**src/rtl/count_history_fifo.sv**
```systemverilog
// count_history_fifo
// ------------------
// Keeps a DEPTH-entry history of an upstream free-running counter. Each cycle
// with sample_en high captures count_in into a circular buffer. The history is
// drained through a show-ahead valid/ready read port. Counter wrap-arounds
// (all-ones followed by zero) are flagged with a one-cycle pulse and counted.
//
// Handshake: a read transfer happens on a rising clk edge where
// rd_valid && rd_ready are both high. rd_valid is level != 0. rd_data always
// shows the oldest entry while rd_valid is high. rd_valid does not depend on
// rd_ready. rd_ready is ignored while the buffer is empty.
//
// Build option:
//   OVERWRITE_OLDEST_EN - when defined, a sample that arrives while the buffer
//                         is full (and no read is taking place) overwrites the
//                         oldest entry. When undefined, that sample is dropped.
//                         In both builds the overflow flag is set.
//
// Ports:
//   clk, rst_n   clock and asynchronous active-low reset
//   sample_en    capture count_in this cycle
//   count_in     upstream counter value
//   rd_ready     consumer takes rd_data this cycle
//   rd_valid     buffer is non-empty
//   rd_data      oldest stored sample
//   level        number of stored entries, 0..DEPTH
//   full, empty  level == DEPTH, level == 0
//   clr_ovf      clears the sticky overflow flag
//   overflow     sticky flag: a sample arrived while the buffer was full
//   wrap_pulse   one-cycle pulse after a detected counter wrap
//   wrap_cnt     saturating tally of detected wraps
module count_history_fifo #(
  parameter int DATA_W = 8,
  parameter int DEPTH  = 16,
  parameter int ADDR_W = 4
) (
  input  logic              clk,
  input  logic              rst_n,
  input  logic              sample_en,
  input  logic [DATA_W-1:0] count_in,
  input  logic              rd_ready,
  output logic              rd_valid,
  output logic [DATA_W-1:0] rd_data,
  output logic [ADDR_W:0]   level,
  output logic              full,
  output logic              empty,
  input  logic              clr_ovf,
  output logic              overflow,
  output logic              wrap_pulse,
  output logic [15:0]       wrap_cnt
);

  localparam logic [ADDR_W:0] DEPTH_L = (ADDR_W+1)'(DEPTH);

  logic [DATA_W-1:0] mem [DEPTH];
  logic [ADDR_W-1:0] wr_ptr;
  logic [ADDR_W-1:0] rd_ptr;
  logic [ADDR_W:0]   level_q;
  logic [DATA_W-1:0] prev;
  logic              prev_vld;

  logic rd_fire;
  logic wr_acc;
  logic full_hit;
  logic ow;
  logic mem_we;
  logic wrap_det;

  // full/empty come from the occupancy count. With the count, a full buffer
  // and an empty buffer look different even when the two pointers are equal.
  assign empty    = (level_q == '0);
  assign full     = (level_q == DEPTH_L);
  assign rd_valid = !empty;
  assign rd_data  = mem[rd_ptr];
  assign level    = level_q;

  assign rd_fire  = rd_valid && rd_ready;
  // A full buffer can still take a sample if a slot is freed in the same cycle.
  assign wr_acc   = sample_en && (!full || rd_fire);
  assign full_hit = sample_en && full && !rd_fire;

`ifdef OVERWRITE_OLDEST_EN
  assign ow = full_hit;
`else
  assign ow = 1'b0;
`endif

  assign mem_we   = wr_acc || ow;
  assign wrap_det = sample_en && prev_vld && (prev == '1) && (count_in == '0);

  // Storage is not reset. Stale contents are never visible because rd_valid
  // gates them.
  always_ff @(posedge clk) begin
    if (mem_we) begin
      mem[wr_ptr] <= count_in;
    end
  end

  always_ff @(posedge clk or negedge rst_n) begin
    if (!rst_n) begin
      wr_ptr  <= '0;
      rd_ptr  <= '0;
      level_q <= '0;
    end else begin
      if (mem_we) begin
        wr_ptr <= wr_ptr + ADDR_W'(1);
      end
      // When the oldest entry is overwritten, the read side moves past it.
      if (rd_fire || ow) begin
        rd_ptr <= rd_ptr + ADDR_W'(1);
      end
      case ({wr_acc, rd_fire})
        2'b10:   level_q <= level_q + (ADDR_W+1)'(1);
        2'b01:   level_q <= level_q - (ADDR_W+1)'(1);
        default: level_q <= level_q;
      endcase
    end
  end

  // If set and clear happen in the same cycle, set wins, so no loss of
  // history goes unreported.
  always_ff @(posedge clk or negedge rst_n) begin
    if (!rst_n) begin
      overflow <= 1'b0;
    end else if (full_hit) begin
      overflow <= 1'b1;
    end else if (clr_ovf) begin
      overflow <= 1'b0;
    end
  end

  // Wrap detection looks at every sample, whether it was stored or dropped.
  always_ff @(posedge clk or negedge rst_n) begin
    if (!rst_n) begin
      prev       <= '0;
      prev_vld   <= 1'b0;
      wrap_pulse <= 1'b0;
      wrap_cnt   <= '0;
    end else begin
      wrap_pulse <= wrap_det;
      if (sample_en) begin
        prev     <= count_in;
        prev_vld <= 1'b1;
      end
      if (wrap_det && (wrap_cnt != 16'hFFFF)) begin
        wrap_cnt <= wrap_cnt + 16'd1;
      end
    end
  end

endmodule

```
**config.mk**
```make
export PLATFORM = sky130hd
export DESIGN_NAME = count_history_fifo
export DESIGN_NICKNAME = d
export VERILOG_FILES = /design/src/rtl/count_history_fifo.sv
export SDC_FILE = /design/constraint.sdc
export NUM_CORES = 1
export LEC_CHECK = 0
export CORE_ASPECT_RATIO = 1.2
export CORE_MARGIN = 4
export CORE_UTILIZATION = 30
export DETAILED_ROUTE_END_ITERATION = 10
export PLACE_DENSITY = 0.48
export REMOVE_ABC_BUFFERS = 1
export SLEW_MARGIN = 30
export SYNTH_ARGS = -nofsm -noshare
export SYNTH_HDL_FRONTEND = slang
export SYNTH_SLANG_ARGS = --single-unit
```
**constraint.sdc**
```tcl
create_clock -name clk -period 3 [get_ports clk]
set_clock_uncertainty 0.2 [all_clocks]
set_input_delay 0.75 -clock clk [delete_from_list [all_inputs] [get_ports clk]]
set_output_delay 0.75 -clock clk [all_outputs]
set_load 0.02 [all_outputs]
```
; Yosys cells after proc, flatten, opt, wreduce, memory -nomap -nowiden
; Memory sizes are Yosys's and may differ from the RTL's.
; Index checks and enable logic that the tools add are counted.
[word_totals]
ramBits = 128
mem_count = 1
input_bits = 13
regBits = 40
elab_cells = 40
output_inout_bits = 34
[op_classes]
mux = 5
n_reduce_logical = 16
n_eq_ne = 5
add_sub_neg = 5
[memory_table]
columns = name, depth, width, read_ports, rd_ports_with_merged_regs, write_ports, line
row1 = mem, 16, 8, 1, 0, 1, 55  ; logic [DATA_W-1:0] mem [DEPTH];
[op_table]
columns = operator, n
row1 = "adder 16 x 1 -> 16 bit, second input constant", 1
row2 = "!= test 16 bit, second input constant", 1
row3 = case mux 5 bit (2 select lines), 1
row4 = "adder 4 x 1 -> 4 bit, second input constant", 2
row5 = "equality test 8 bit, second input constant", 1
row6 = logical AND 1 bit, 8
row7 = logical NOT 8 bit, 1
row8 = "adder 5 x 1 -> 5 bit, second input constant", 1
row9 = "equality test 5 bit, second input constant", 1
row10 = logical NOT 5 bit, 1
row11 = "subtractor 5 x 1 -> 5 bit, second input constant", 1
row12 = 2-to-1 mux 1 bit, 4
row13 = nonzero test 2 bit, 2
row14 = logical NOT 1 bit, 3
row15 = "equality test 2 x 1 -> 1 bit, second input constant", 1
row16 = "equality test 2 bit, second input constant", 1
row17 = logical OR 1 bit, 1

; Logic depth before layout (Yosys ltp)
; Gate-level depths: netlist (run 1).
[logic_depth]
word_depth = 7
mapped_depth = 10

; Worst setup path before layout (run 1)
; No wires, ideal clock.
[synth_timing]
path_kind = reg2out
start = reg rd_ptr[0]
end = out rd_data[0]
path_stages_with_launch = 5
arrival_time_ns = 1.789
path_buffers = 2
path_slack_ns = 0.261
cell_sequence = dfrtp_1 buf_2 buf_4 mux4_2 mux4_2
[synth_via]
elab_chain_cells = 1
[synth_rtl]
columns = element, line
row1 = "start, declared", 57  ; logic [ADDR_W-1:0] rd_ptr;
row2 = "start signal, assigned", 110  ; rd_ptr <= rd_ptr + ADDR_W'(1);
row3 = memory read (16 x 8 bit), n/a
row4 = "end, declared", 43  ; output logic [DATA_W-1:0] rd_data,
; No other way between the ends.

; Worst setup path after layout (run 1)
[layout_timing]
start = reg rd_ptr[0]
end = out rd_data[1]
; Same word-level chain as after synthesis.

==> results of run 1 <==
logic make-up (layout without fill, tap and decap cells):
| logic type | Yosys count | count (layout) | share of synthesized area (%) |
|---|---|---|---|
| flops | 168 | 168 | 69.9 |
| buf+inv | 24 | 150 | 1.64 |
| xor+xnor | 21 | 21 | 2.66 |
| compound gates | 16 | 16 | 1.90 |
| simple gates | 87 | 87 | 6.74 |
| fa+ha+maj | 10 | 10 | 1.91 |
| mux | 53 | 53 | 15.2 |
per-stage QoR:
step / utilization, % / power (mW) / setup slack, ps / TNS, ps
final: 40.2 / 8.21 / -224 / -1600
after global routing: 40.2 / 8.60 / -299 / -2130
after CTS: 40.1 / 8.27 / -248 / -1800
after detailed placement: 36.5 / 5.56 / -178 / -1520
after global placement: 36.5 / 5.52 / -165 / -1420
after floorplan: - / 4.43 / -574 / -4590
worst paths after layout:
path                                  startpoint                 endpoint  slack (ps)
hold reg to reg             prev_vld$_DFFE_PN0P_     prev_vld$_DFFE_PN0P_         280
min in group clk            prev_vld$_DFFE_PN0P_     prev_vld$_DFFE_PN0P_         280
max in group asynchronous                  rst_n      prev[7]$_DFFE_PN0P_        1860
setup reg to reg            level[3]$_DFFE_PN0P_     level[4]$_DFFE_PN0P_         200
setup / recovery           rd_ptr[0]$_DFFE_PN0N_               rd_data[1]        -220
hold / removal                             rst_n  wrap_cnt[9]$_DFFE_PN0P_          90
what timing repair did:
action | CTS | global route
setup buffers | 8 | 1
hold endpoints to repair | 0 | 0
hold buffers | 0 | 0
setup endpoints to repair | 11 | 8
gates cloned | 2 | 0
gates resized for setup | 58 | 5
power by group through the flow:
stage	clock network (mW)	registers, mW	logic (mW)
2_1_floorplan	0	3.18	1.25
3_3_place_gp	0	2.97	2.55
3_5_place_dp	0	2.98	2.58
4_1_cts	2.49	2.93	2.85
5_1_grt	2.60	2.96	3.05
6_report	2.45	2.93	2.83
placed cells by master (no fill, tap or decap), drive strengths merged, types with 5 or more instances in the layout:
cell	synthesis	routed
and2	13	13
and3	11	11
buf	8	72
bufinv	0	5
clkbuf	7	18
clkdlybuf4s50	0	34
dfrtp	40	40
edfxtp	128	128
ha	9	9
inv	9	17
mux2	12	12
mux4	40	40
nand2	18	18
nand3	6	6
nor2	14	14
nor3	6	6
xnor2	10	10
xor2	11	11
state kept, by name (all words and copies together) (netlist names):
signal and cells:
wr_ptr 4, overflow 1, level 5, prev_vld 1, rd_ptr 4, prev 8, mem 128, wrap_pulse 1
wrap_cnt 16
area by class of cell:
class                           count  area, µm²
Clock buffer                       18        429
Sequential cell                   168       4850
Tap cell                          310        388
Inverter                            9       33.8
Multi-Input combinational cell    187       1970
Fill cell                        2044      13500
Clock inverter                     14        229
Timing Repair Buffer              109       1180
routing by layer:
metal  vias to the layer above  wire, µm
met4                         0       138
met5                         -         0
li1                       1705         -
met1                      1976      7170
met3                        10       538
met2                        74      7930
worst max-delay path: stages, from the launching register on:
cell     delay (ps)
dfrtp_2         400
buf_8           160
buf_12          130
mux4_2          490
mux4_2          520
buf_6           160
==> results.py, run 1 <==
metrics = {
    "pwr": {
        "p_clk_share_pct": 29.8,
        "powerDensity_mw_per_mm2": 904,
        "ir_worst_vdd_v": 0.000453,
        "p_int_mw": 5.87,
        "p_switching_mw": 2.34,
        "p_leak_nw": 3.33,
        "swShare_pct": 28.5,
        "seq_power_share_pct": 35.7,
        "pwr-share-comb_pct": 34.5,
    },
    "sta": {
        "finalSetupViolations": 8,
        "worstMarginPinSlew_ps": 525,
        "max_freq_ghz": 0.310,
        "min_period_over_period_pct": 107,
        "setup_ws_ps": -224,
        "final-hold-violation-count": 0,
        "hold_ws_ps": 85.4,
        "slew_viol_final": 0,
        "layout_min_cycle_time_ps": 3220,
        "rsz0062_at_grt": "yes",
        "slew-limit-headroom_pct": 64.9,
    },
    "floorplanning": {
        "coreArea_mm2": 0.0226,
        "die_x_um": 147,
        "io_pins": 47,
        "dieHeight_um": 174,
        "initial_utilization_pct": 30.7,
        "rows": 60,
        "die_area_mm2": 0.0256,
    },
    "synthesis": {
        "synth_enable_flop_cells": 128,
        "ys_async_sr_fraction_pct": 23.8,
        "synth.area.top_cells": "edfxtp_1, dfrtp_1, mux4_2, ha_1, mux2_2",
        "netlist_area_mm2": 0.00693,
        "yosysTopAreaCell": "edfxtp_1",
        "ys.flop_type": "edfxtp_1",
        "yosysMostFrequentCell": "edfxtp_1",
        "ys_types": 48,
        "yosys_warnings": 0,
        "ys_seq_elements": 168,
        "synth_seq_area_share_pct": 69.9,
        "synth.avg_cell_area_um2": 18.3,
        "syn_inst": 379,
        "synth_common_cells": "edfxtp_1, dfrtp_1, mux4_2, nand2_1",
        "synth_top_area_share_pct": 55.5,
    },
    "routing": {
        "routedWlPerCell_um": 19.4,
        "wirelength_um": 15800,
        "via_per_inst": 4.62,
        "first_iter_violations": 121,
        "drtPass1Iterations": 4,
        "ant_nets": 0,
        "num_vias": 3765,
        "drc": 0,
    },
    "global_route": {
        "grtUsageTotal_pct": 13.0,
        "grt_pass1_wl_um": 24700,
        "grt.busiest_layer": "met2",
        "grt-ovfl-total": 0,
        "met2_usage_pct": 21.5,
        "grt_pass1_vias": 4108,
        "antenna_found_initial": 0,
        "gr-usage-met1_pct": 17.2,
        "met3_usage_pct": 3.18,
        "grt_max_degree": 23,
    },
    "clock_network": {
        "root_buffer": "clkbuf_16",
        "cts_tree": "yes",
        "path_clk_slew_ps": 70,
        "htree_levels": 4,
        "cts_made_buffers": 17,
        "ctsLongestPathBuffers": 2,
        "clk_latency_ps": 420,
        "cts_sinks": 168,
    },
    "cells_and_area": {
        "area_delta_synth_final_pct": 31.1,
        "fin_area_mm2": 0.00908,
        "drive_above_1_share_pct": 31.9,
        "nets": 515,
        "finalNonFillerCells": 815,
        "insertedDiodeCount": 0,
    },
    "worst_setup_path": {
        "r2r_cells": 9,
        "crit_type": "flip-flop to output pin",
        "critPathLaunchType": "flip-flop",
        "endpoint_kind": "output pin",
        "arrival_ps": 2270,
        "worstPathMaxFanout": 5,
        "critPathRequiredTime_ps": 2050,
    },
    "run": {
        "maxCapViolCount": 0,
    },
    "placement": {
        "gp_congestion": 0.734,
        "portBuffers": 46,
        "placedCellCount": 772,
        "hpwl_um": 10500,
        "placed_cell_area_mm2": 0.00824,
    },
    "outcome": {
        "status": "finished, violations left",
        "violations": "setup timing",
    },
    "hold_path": {
        "hp-class": "primary input to async pin",
    },
}
Note: power is estimated with default switching activity, not from simulation.
==> run 2: changes to the inputs <==
- CAP_MARGIN: default -> 20
- CELL_PAD_IN_SITES_DETAIL_PLACEMENT: default -> 1
- CELL_PAD_IN_SITES_GLOBAL_PLACEMENT: default -> 1
- PLACE_DENSITY: 0.48 -> 0.54
==> results.py, run 2 (synthesized netlist as in run 1, its figures left out) <==
metrics = {
    "outcome": {
        "status": "finished, violations left",
        "violations": "setup timing",
    },
    "pwr": {
        "powerDensity_mw_per_mm2": 873,
        "p_leak_nw": 3.25,
        "ir_worst_vdd_v": 0.000407,
    },
    "cells_and_area": {
        "area_delta_synth_final_pct": 29.8,
        "final_cell_mix": "edfxtp_1, mux4_2, dfrtp_1, clkdlybuf4s50_1, buf_4",
        "drive_above_1_share_pct": 30.4,
        "finalNonFillerCells": 803,
        "insertedDiodeCount": 0,
        "fin_util_pct": 39.8,
        "reg.largest.list": "mem: 128 flops, wrap_cnt: 16 flops, prev: 8 flops",
        "nets": 503,
        "largest_reg_flops": 128,
        "layout_commonest_cell": "edfxtp_1",
        "top_register": "mem",
    },
    "floorplanning": {
        "die_area_mm2": 0.0256,
        "io_pins": 47,
        "rows": 60,
        "die_x_um": 147,
        "coreArea_mm2": 0.0226,
        "initial_utilization_pct": 30.7,
        "dieHeight_um": 174,
    },
    "sta": {
        "layout_min_cycle_time_ps": 3240,
        "finalSetupViolations": 8,
        "worstMarginPinSlew_ps": 574,
        "slew-limit-headroom_pct": 61.7,
        "slew_viol_final": 0,
        "min_period_over_period_pct": 108,
        "rsz0062_at_grt": "yes",
        "setup_ws_ps": -240,
        "finalSetupTns_ps": -1620,
        "max_freq_ghz": 0.309,
        "final-hold-violation-count": 0,
    },
    "clock_network": {
        "path_clk_slew_ps": 70,
        "cts_sinks": 168,
        "cts_made_buffers": 17,
        "htree_levels": 4,
        "clk_latency_ps": 430,
        "cts_tree": "yes",
        "ctsLongestPathBuffers": 2,
        "root_buffer": "clkbuf_16",
    },
    "placement": {
        "gp_congestion": 0.755,
        "hpwl_um": 11100,
        "placedCellCount": 767,
        "portBuffers": 46,
    },
    "worst_setup_path": {
        "crit_type": "flip-flop to output pin",
        "rr_endpoint": "level[4]$_DFFE_PN0P_",
        "critPathRequiredTime_ps": 2050,
        "reg2reg_from": "level[1]$_DFFE_PN0P_",
        "worstPathMaxFanout": 8,
        "r2r_cells": 9,
        "critPathLaunchType": "flip-flop",
        "endpoint_kind": "output pin",
        "arrival_ps": 2290,
        "rrSetupSlack_ps": 310,
    },
    "global_route": {
        "grt-ovfl-total": 0,
        "antenna_found_initial": 0,
        "grtUsageTotal_pct": 13.8,
        "grt_max_degree": 26,
        "grt_pass1_wl_um": 26200,
        "grt_pass1_vias": 4317,
    },
    "routing": {
        "wirelength_um": 16700,
        "ant_nets": 0,
        "num_vias": 3775,
        "via_per_inst": 4.70,
        "drc": 0,
        "first_iter_violations": 206,
        "routedWlPerCell_um": 20.8,
        "drtPass1Iterations": 5,
    },
    "run": {
        "maxCapViolCount": 0,
    },
    "hold_path": {
        "hp-class": "primary input to async pin",
    },
}
run 2: how the worst max path moves through the flow:
stage                            end                   from  slack [ps]  cells after the start
after detailed placement  rd_data[5]  rd_ptr[0]$_DFFE_PN0N_        -200                      4
after global placement    rd_data[5]  rd_ptr[0]$_DFFE_PN0N_        -190                      4
after floorplan           rd_data[0]  rd_ptr[0]$_DFFE_PN0N_        -570                      2
after CTS                 rd_data[5]  rd_ptr[0]$_DFFE_PN0N_        -270                      5
final                     rd_data[5]  rd_ptr[0]$_DFFE_PN0N_        -240                      5
after global routing      rd_data[5]  rd_ptr[0]$_DFFE_PN0N_        -300                      5
run 2: metal layers:
layer | GRT usage [%] | wire length (µm)
met4 | 5.02 | 334
met1 | 17.6 | 7270
met3 | 3.52 | 790
met5 | 0 | 0
met2 | 22.8 | 8340
run 2: what timing repair did:
| action | CTS | global route |
|---|---|---|
| setup endpoints to repair | 11 | 8 |
| hold buffers | 0 | 0 |
| pin swaps | 0 | 0 |
| resized for setup | 59 | 0 |
| gates cloned | 2 | 0 |
| setup buffers | 2 | 0 |
run 2: cell type report:
cell class / instances / area, µm²
Clock buffer: 18 / 429
Clock inverter: 14 / 156
Fill cell: 2251 / 13600
Inverter: 9 / 33.8
Multi-Input combinational cell: 187 / 1970
Sequential cell: 168 / 4850
Tap cell: 310 / 388
Timing Repair Buffer: 97 / 1160
run 2: worst max-delay path, cell delays in order, from the launching register on:
cell     delay [ps]
dfrtp_2         390
buf_6           150
buf_12          140
mux4_2          500
mux4_2          510
buf_6           160
run 2: through the flow:
stage          setup WS, ps  cell area (µm²)  hold slack, ps  power (mW)
2_1_floorplan          -574             6850             237        4.43
3_3_place_gp           -185             8290             251        5.56
3_5_place_dp           -203             8290             254        5.62
4_1_cts                -268             8990             101        7.99
5_1_grt                -297             8990             134        8.25
6_report               -240             8990             107        7.85
run 2: power breakdown:
group	total [mW]	switching (mW)	internal, mW
sequential	2.93	0.139	2.79
clock	2.13	1.02	1.11
combinational	2.79	1.27	1.52
total	7.85	2.42	5.42
